File: src/rtl/mips_instr_encoder.sv
// Packs MIPS instruction descriptors into 32-bit words, buffers them in a FIFO and
// streams them into instruction memory at consecutive word addresses.
module mips_instr_encoder #(
    parameter int unsigned DEPTH     = 4,
    parameter logic [31:0] BASE_ADDR = 32'h0000_3000
) (
    input  logic        clk,
    input  logic        rstn,
    input  logic        start,
    input  logic        in_valid,
    output logic        in_ready,
    input  logic [4:0]  in_class,
    input  logic [4:0]  in_rs,
    input  logic [4:0]  in_rt,
    input  logic [4:0]  in_rd,
    input  logic [4:0]  in_shamt,
    input  logic [15:0] in_imm,
    input  logic [25:0] in_target,
    output logic        im_we,
    input  logic        im_ready,
    output logic [31:0] im_addr,
    output logic [31:0] im_wdata,
    output logic [15:0] word_cnt,
    output logic        err
);

    localparam int unsigned AW = (DEPTH > 1) ? $clog2(DEPTH) : 1;
    localparam logic [AW:0] FULL_CNT = (AW + 1)'(DEPTH);

    typedef enum logic [1:0] {KindR, KindI, KindJ} kind_e;

    logic [AW:0]   count_q;
    logic [AW-1:0] wr_ptr_q, rd_ptr_q;
    logic [31:0]   mem_q [DEPTH];
    logic [31:0]   addr_q;
    logic [15:0]   word_cnt_q;
    logic          err_q;
    logic          ready_en_q;

    logic          fifo_full, fifo_empty;
    logic          accept, push, pop;

    kind_e         kind;
    logic          enc_legal;
    logic [5:0]    op, funct;
    logic [4:0]    rs, rt, rd, sh;
    logic [31:0]   enc_word;

    always_comb begin
        kind      = KindR;
        enc_legal = 1'b1;
        op        = 6'b000000;
        funct     = 6'b000000;
        rs        = in_rs;
        rt        = in_rt;
        rd        = in_rd;
        sh        = in_shamt;
        case (in_class)
            5'd0:  funct = 6'b100000;
            5'd1:  funct = 6'b100010;
            5'd2:  funct = 6'b100001;
            5'd3:  funct = 6'b100011;
            5'd4:  funct = 6'b100100;
            5'd5:  funct = 6'b100101;
            5'd6:  funct = 6'b000000;
            5'd7:  funct = 6'b000010;
            5'd8:  funct = 6'b000011;
            5'd9:  funct = 6'b101010;
            5'd10: funct = 6'b001000;
            5'd11: begin kind = KindI; op = 6'b100011; end
            5'd12: begin kind = KindI; op = 6'b101011; end
            5'd13: begin kind = KindI; op = 6'b001101; end
            5'd14: begin kind = KindI; op = 6'b000100; end
            5'd15: begin kind = KindI; op = 6'b000101; end
            5'd16: begin kind = KindI; op = 6'b001111; end
            5'd17: begin kind = KindI; op = 6'b001000; end
            5'd18: begin kind = KindI; op = 6'b001010; end
            5'd19: begin kind = KindJ; op = 6'b000010; end
            5'd20: begin kind = KindJ; op = 6'b000011; end
            default: enc_legal = 1'b0;
        endcase

        // Shifts take their operand from rt, so rs is unused; other R-types ignore shamt.
        if (in_class >= 5'd6 && in_class <= 5'd8) begin
            rs = 5'd0;
        end else if (kind == KindR) begin
            sh = 5'd0;
        end
        if (in_class == 5'd10) begin
            rt = 5'd0;
            rd = 5'd0;
        end
        if (in_class == 5'd16) begin
            rs = 5'd0;
        end

        case (kind)
            KindI:   enc_word = {op, rs, rt, in_imm};
            KindJ:   enc_word = {op, in_target};
            default: enc_word = {6'b000000, rs, rt, rd, sh, funct};
        endcase
    end

    assign fifo_full  = (count_q == FULL_CNT);
    assign fifo_empty = (count_q == '0);

    assign in_ready = ready_en_q && !fifo_full && !start;
    assign accept   = in_valid && in_ready;
    assign push     = accept && enc_legal;
    assign pop      = im_we && im_ready && !start;

    assign im_we    = !fifo_empty;
    assign im_wdata = fifo_empty ? 32'h0 : mem_q[rd_ptr_q];
    assign im_addr  = addr_q;
    assign word_cnt = word_cnt_q;
    assign err      = err_q;

    always_ff @(posedge clk or negedge rstn) begin
        if (!rstn) begin
            ready_en_q <= 1'b0;
            count_q    <= '0;
            wr_ptr_q   <= '0;
            rd_ptr_q   <= '0;
            addr_q     <= BASE_ADDR;
            word_cnt_q <= 16'd0;
            err_q      <= 1'b0;
        end else begin
            ready_en_q <= 1'b1;
            if (start) begin
                count_q    <= '0;
                wr_ptr_q   <= '0;
                rd_ptr_q   <= '0;
                addr_q     <= BASE_ADDR;
                word_cnt_q <= 16'd0;
                err_q      <= 1'b0;
            end else begin
                if (push) begin
                    wr_ptr_q <= wr_ptr_q + 1'b1;
                end
                if (pop) begin
                    rd_ptr_q   <= rd_ptr_q + 1'b1;
                    addr_q     <= addr_q + 32'd4;
                    word_cnt_q <= word_cnt_q + 16'd1;
                end
                case ({push, pop})
                    2'b10:   count_q <= count_q + 1'b1;
                    2'b01:   count_q <= count_q - 1'b1;
                    default: count_q <= count_q;
                endcase
                if (accept && !enc_legal) begin
                    err_q <= 1'b1;
                end
            end
        end
    end

    // Storage needs no reset: the head is masked while the FIFO is empty.
    always_ff @(posedge clk) begin
        if (push) begin
            mem_q[wr_ptr_q] <= enc_word;
        end
    end

endmodule

File: config.mk
export PLATFORM = sky130hd
export DESIGN_NAME = mips_instr_encoder
export DESIGN_NICKNAME = d
export VERILOG_FILES = /design/src/rtl/mips_instr_encoder.sv
export SDC_FILE = /design/constraint.sdc
export NUM_CORES = 1
export LEC_CHECK = 0
export ABC_AREA = 1
export BUFFER_PORTS_ARGS = -buffer_cell sky130_fd_sc_hd__buf_2
export CAP_MARGIN = 20
export CORE_MARGIN = 3
export CORE_UTILIZATION = 38
export CTS_CLUSTER_SIZE = 12
export DETAILED_ROUTE_END_ITERATION = 12
export SKIP_LAST_GASP = 1
export SLEW_MARGIN = 20
export SYNTH_ARGS = -nofsm -noshare
export SYNTH_HDL_FRONTEND = slang
export SYNTH_SLANG_ARGS = --single-unit
File: constraint.sdc
create_clock -name clk -period 8.3 [get_ports clk]
set_input_delay 0.83 -clock clk [delete_from_list [all_inputs] [get_ports clk]]
set_output_delay 0.83 -clock clk [all_outputs]
set_load 0.02 [all_outputs]
# After elaboration in Yosys (flattened, before gate mapping)
# Memory sizes are Yosys's and may differ from the RTL's.
# Index checks and enable logic that the tools add are counted.
word_totals:
  memories: 1
  register_bits: 57
  out_inout_bits: 83
  word_cells: 89
  ramBits: 128
  inputBits: 72
memory_table:
  columns: ["memory", "depth", "word_bits", "read_ports", "rd_clocked_by_memory_dff", "write_ports", "line", "text"]
  rows:
  - ["mem_q", 4, 32, 1, 0, 1, "34", "logic [31:0] mem_q [DEPTH];"]
classes:
  n_addsub: 6
  n_mux: 26
  n_eq_ne: 25
  order_cmp: 2
  reduce_logical: 22
op_table:
  columns: ["op", "n"]
  rows:
  - ["6-bit case mux with 10 select lines", 2]
  - ["32-bit 2-to-1 mux", 3]
  - ["32-bit case mux with 2 select lines", 1]
  - ["5-bit by 4-bit equality test with 1-bit output (second input constant)", 8]
  - ["32-bit by 3-bit adder with 32-bit output (second input constant)", 1]
  - ["16-bit 2-to-1 mux", 2]
  - ["5-bit 2-to-1 mux", 6]
  - ["5-bit equality test (second input constant)", 5]
  - ["21-bit OR reduction", 1]
  - ["5-bit by 3-bit equality test with 1-bit output (second input constant)", 4]
  - ["16-bit by 1-bit adder with 16-bit output (second input constant)", 1]
  - ["5-bit by 2-bit equality test with 1-bit output (second input constant)", 2]
  - ["1-bit logical AND", 8]
  - ["2-bit 2-to-1 mux", 4]
  - ["8-bit OR reduction", 1]
  - ["3-bit case mux with 2 select lines", 1]
  - ["2-bit nonzero test", 3]
  - ["5-bit by 1-bit equality test with 1-bit output (second input constant)", 1]
  - ["5-bit by 3-bit greater-or-equal comparator with 1-bit output (second input constant)", 1]
  - ["5-bit by 4-bit <= comparator with 1-bit output (second input constant)", 1]
  - ["5-bit logical NOT", 1]
  - ["1-bit 2-to-1 mux", 5]
  - ["2-bit by 1-bit adder with 2-bit output (second input constant)", 2]
  - ["2-bit by 1-bit equality test with 1-bit output (second input constant)", 2]
  - ["other kinds (11)", 15]

# Longest topological paths before layout
depth:
  depth_word: 9
  ltp_mapped: 18
  mapped_depth_nobuf: 18

# Worst setup path after synthesis
# Ideal clock, no wire load.
synth_timing:
  path_type: "input port to flip-flop"
  from: "in start"
  to: "mem mem_q[0][0] (enable)"
  stages: 7
  setup_time_ns: 0.419
  required_ns: 7.881
  n_path_buf: 1
  setup_slack_ns: 4.605
  arrival_time_ns: 3.276
  path_cell_list: "buf_2 -> inv_2 -> nand2_1 -> a31oi_1 -> and2_1 -> nand2_4 -> nor2_1"
synth_between:
  elab_chain_len: 6
synth_lines:
  columns: ["item", "line", "text"]
  rows:
  - ["start, declared", "9", "input logic start,"]
  - ["1-bit logical NOT", "107", "assign in_ready = ready_en_q && !fifo_full && !start;"]
  - ["1-bit logical AND", "107", null]
  - ["via in_ready", "11", "output logic in_ready,"]
  - ["1-bit logical AND", "108", "assign accept = in_valid && in_ready;"]
  - ["1-bit logical AND", "109", "assign push = accept && enc_legal;"]
  - ["1-bit 2-to-1 mux", "159", "if (push) begin"]
  - ["1-bit 2-to-1 mux (implied by the code)", "160", "mem_q[wr_ptr_q] <= enc_word;"]
  - ["end, declared", "34", null]
# The timed path passes the listed nets, and every way through them passes these cells.

# Worst setup path in the final report
layout_timing:
  from: "in in_class[4]"
  to: "mem mem_q[0][3], data pin"
layout_between:
  elab_chain_len: 5
  word_cells_on_any_way: 27
  cone_classes: "21 x eq/ne; 3 x mux; 3 x reduce/logical"
layout_lines:
  columns: ["item", "line", "text"]
  rows:
  - ["start, declared", "12", "input logic [4:0] in_class,"]
  - ["5-bit equality test / 5-bit by 4-bit equality test with 1-bit output (equally long branches)", "58", "case (in_class)"]
  - ["8-bit OR reduction (no line) / 2-bit OR reduction (equally long branches)", null, null]
  - ["2-bit case mux with 2 select lines", "58", null]
  - ["2-bit equality test / 2-bit by 1-bit equality test with 1-bit output (equally long branches)", "97", "case (kind)"]
  - ["32-bit case mux with 2 select lines *", "97", null]
  - ["via enc_word[3]", "47", "logic [31:0] enc_word;"]
# Mark *: on every way through the listed nets, which the timed path passes. The rest lies on a longest branch.

==> flow_metrics.env <==
export IMPL_status="complete, no violations"
export IMPL_die_x_um=159.0
export IMPL_ios=155
export IMPL_initial_core_util_pct=38.93
export IMPL_power_leakage_nw=4.464
export IMPL_dp_hpwl_um=15720
export IMPL_wire_per_inst_um=16.21
export IMPL_slowest_stage="ha_1"
export IMPL_grt_busiest_layer="met2"
export IMPL_arrival_ns=4.00
export IMPL_clkTransAtPathRegs_ns=0.08
export IMPL_ir_worst_vdd_mv=0.1488
export IMPL_ys_seq_elements=179
export IMPL_grt_start_max_net_pins=65
export IMPL_critPathKind="primary input to flop"
export IMPL_finalPower_mw=2.536
export IMPL_drt_vias_per_instance=5.063
export IMPL_worstMarginPinSlew_ns=0.9632
export IMPL_cts_repair_resized=0
export IMPL_hold_viol_final=0
export IMPL_setup_viol=0
export IMPL_synth_area_sq_um=8895
export IMPL_ant_nets=0
export IMPL_fp_dieH_um=159.0
export IMPL_async_reset_ff_share_pct=30.73
export IMPL_antenna_found_initial=3
export IMPL_worstPathRequired_ns=8.43
export IMPL_finalMaxSlewViolations=0
export IMPL_cts_tree="built"
export IMPL_port_buffers=151
export IMPL_critPathTopFamily="buffers and inverters"
export IMPL_skew_ns=0.01144
export IMPL_overflow=0
export IMPL_drcViolationCount=0
export IMPL_filler_cell_count=2208
export IMPL_drive_gt1_share_pct=21.28
export IMPL_antenna_cells=0
export IMPL_use_met1_pct=24.34
export IMPL_seq_area_frac_synth_pct=57.36
export IMPL_h_tree_depth=4
export IMPL_postCtsHoldBufs=0
export IMPL_cp_end_kind="flop"
export IMPL_pwr_density_cell_nw_per_um2=239.2
export IMPL_synth_edff_count=124
export IMPL_cts_root_buf="clkbuf_16"
export IMPL_cp_common_cell="inv_1"
export IMPL_yosys_warnings=0
export IMPL_layout_setup_ws_ns=4.428
export IMPL_maxCapViolations=0
export IMPL_critPathMaxFanout=20
export IMPL_max_freq_ghz=0.2582
export IMPL_num_rows=55
export IMPL_core_area_sq_um=22850
export IMPL_cp_buffers_inverters=5
export IMPL_grtUsageMet2_pct=28.95
export IMPL_cts_path_max_buffers=2
export IMPL_setup_tns_ns=0
export IMPL_synthCells=968
export IMPL_rsz0062_at_grt="no"
export IMPL_synth_avg_cell_area_sq_um=9.189
export IMPL_path_cells="buf_2 > inv_2 > nand3_2 > nor2_2 > nor2_1 > nand2_2 > nor3_1 > inv_1 > ha_1 > inv_1 > nand2_1 > clkinv_1 > a22oi_1 > o21ai_0"
export IMPL_period_share_pct=46.65
export IMPL_clock_sinks=179
export IMPL_cpPeakStageDelay_ns=0.74
export IMPL_vias=7270
export IMPL_place_gp_congestion=0.8950
export IMPL_grt_use_met3_pct=5.125
export IMPL_crit_path_start_kind="primary input"
export IMPL_grt_usage_pct=18.29
export IMPL_wirelength_um=23270
export IMPL_synth_distinct_cells=46
export IMPL_cts_buffers=17
export IMPL_min_path_type="flop to flop"
export IMPL_drt_iter0_markers=466
export IMPL_slew_limit_headroom_pct=35.72
export IMPL_dp_slack_ns=3.970
export IMPL_clk_latency_ns=0.43
export IMPL_post_route_min_period_ns=3.872
export IMPL_fin_hold_ws_ns=0.4801
export IMPL_grt_pass1_vias=6935
export IMPL_grt_pass1_wl_um=36860
export IMPL_post_cts_setup_buffer_count=0
export IMPL_area_delta_synth_final_pct=19.20
export IMPL_nNetsFinal=1192
export IMPL_drt_first_pass_iters=6
export IMPL_die_area_sq_um=25280
export IMPL_ys_flop_type="edfxtp_1"
path summary, 6_finish.rpt:
path,startpoint,end,slack [ns],cells past startpoint
worst max-delay path,in_class[4],mem_q[0][3],4.43,14
worst min-delay path,word_cnt[15],word_cnt[15],0.48,1
worst max register to register,count_q[1],mem_q[3][7],5.69,6
worst min register to register,word_cnt[15],word_cnt[15],0.48,1
max in group asynchronous,rstn,rd_ptr_q[0],7.24,2
min in group asynchronous,rstn,im_addr[14],0.53,2
metal layers:
metal	wire [um]	vias up
met4	457	6
met5	48	-
met3	1819	32
li1	-	3574
met1	10200	3421
met2	10750	237
power breakdown:
part           switching, mW  total (mW)  internal, mW
clock network          0.408       0.828         0.420
registers             0.0175        1.01         0.989
logic                  0.505       0.702         0.196
total                  0.931        2.54          1.61
registers in the layout, summed over array words and instances (netlist names):
signal,flops
mem_q,124
im_addr,30
wr_ptr_q,2
ready_en_q,1
count_q,3
word_cnt,16
err,1
rd_ptr_q,2
layout by cell type, fill, tap and decap left out, types with 24 or more instances in the layout:
master and instances:
a21oi_1 52, dfrtp_1 52, nor2_1 176, buf_2 151, nand2_1 137, edfxtp_1 124
nor3_1 24, nand3_1 43, inv_1 79, o21ai_0 120
kinds of logic (layout without fill, tap and decap cells):
| group | count (synthesis) | count (layout) | synth area share [%] |
|---|---|---|---|
| and+or+nand+nor | 438 | 438 | 22.27 |
| AOI/OAI and AO/OA | 204 | 204 | 12.38 |
| DFF | 179 | 179 | 57.36 |
| buffers and inverters | 127 | 280 | 5.626 |
| adders and majority gates | 10 | 10 | 1.491 |
| xor gates and xnor gates | 8 | 8 | 0.7878 |
| other | 2 | 4 | 0.08443 |
Yosys cell counts, drive strengths merged, types with 4 or more instances:
master	count	area (sq um)
o31ai	6	45.04
nor4	4	25.02
clkbuf	26	97.59
nor3	30	192.7
nand3	47	255.3
a21oi	52	260.3
nor2	191	778.2
edfxtp	124	3724
nand4	14	87.58
xor2	5	43.79
nand2	146	580.6
o21ai	120	600.6
a31oi	4	25.02
a22oi	15	112.6
inv	85	319.0
buf	15	80.07
ha	9	112.6
dfrtp	53	1326
layout make-up:
class | count | area, sq um | area share (%)
sequential | 179 | 5104 | 48.14
multi-input combinational | 664 | 3309 | 31.21
timing repair buffer | 162 | 838.3 | 7.907
clock buffer | 17 | 425.4 | 4.012
tap | 313 | 391.6 | 3.694
inverter | 86 | 322.8 | 3.045
clock inverter | 15 | 211.5 | 1.994
stage by stage:
stage,util [%],std cells,cell area [sq um]
CTS,46.41,1436,10600
floorplan,-,970,8902
detailed placement,43.62,1404,9966
finish,46.41,1436,10600
global route,46.41,1436,10600
global placement,43.62,1404,9966
(Power assumes the default switching activity.)
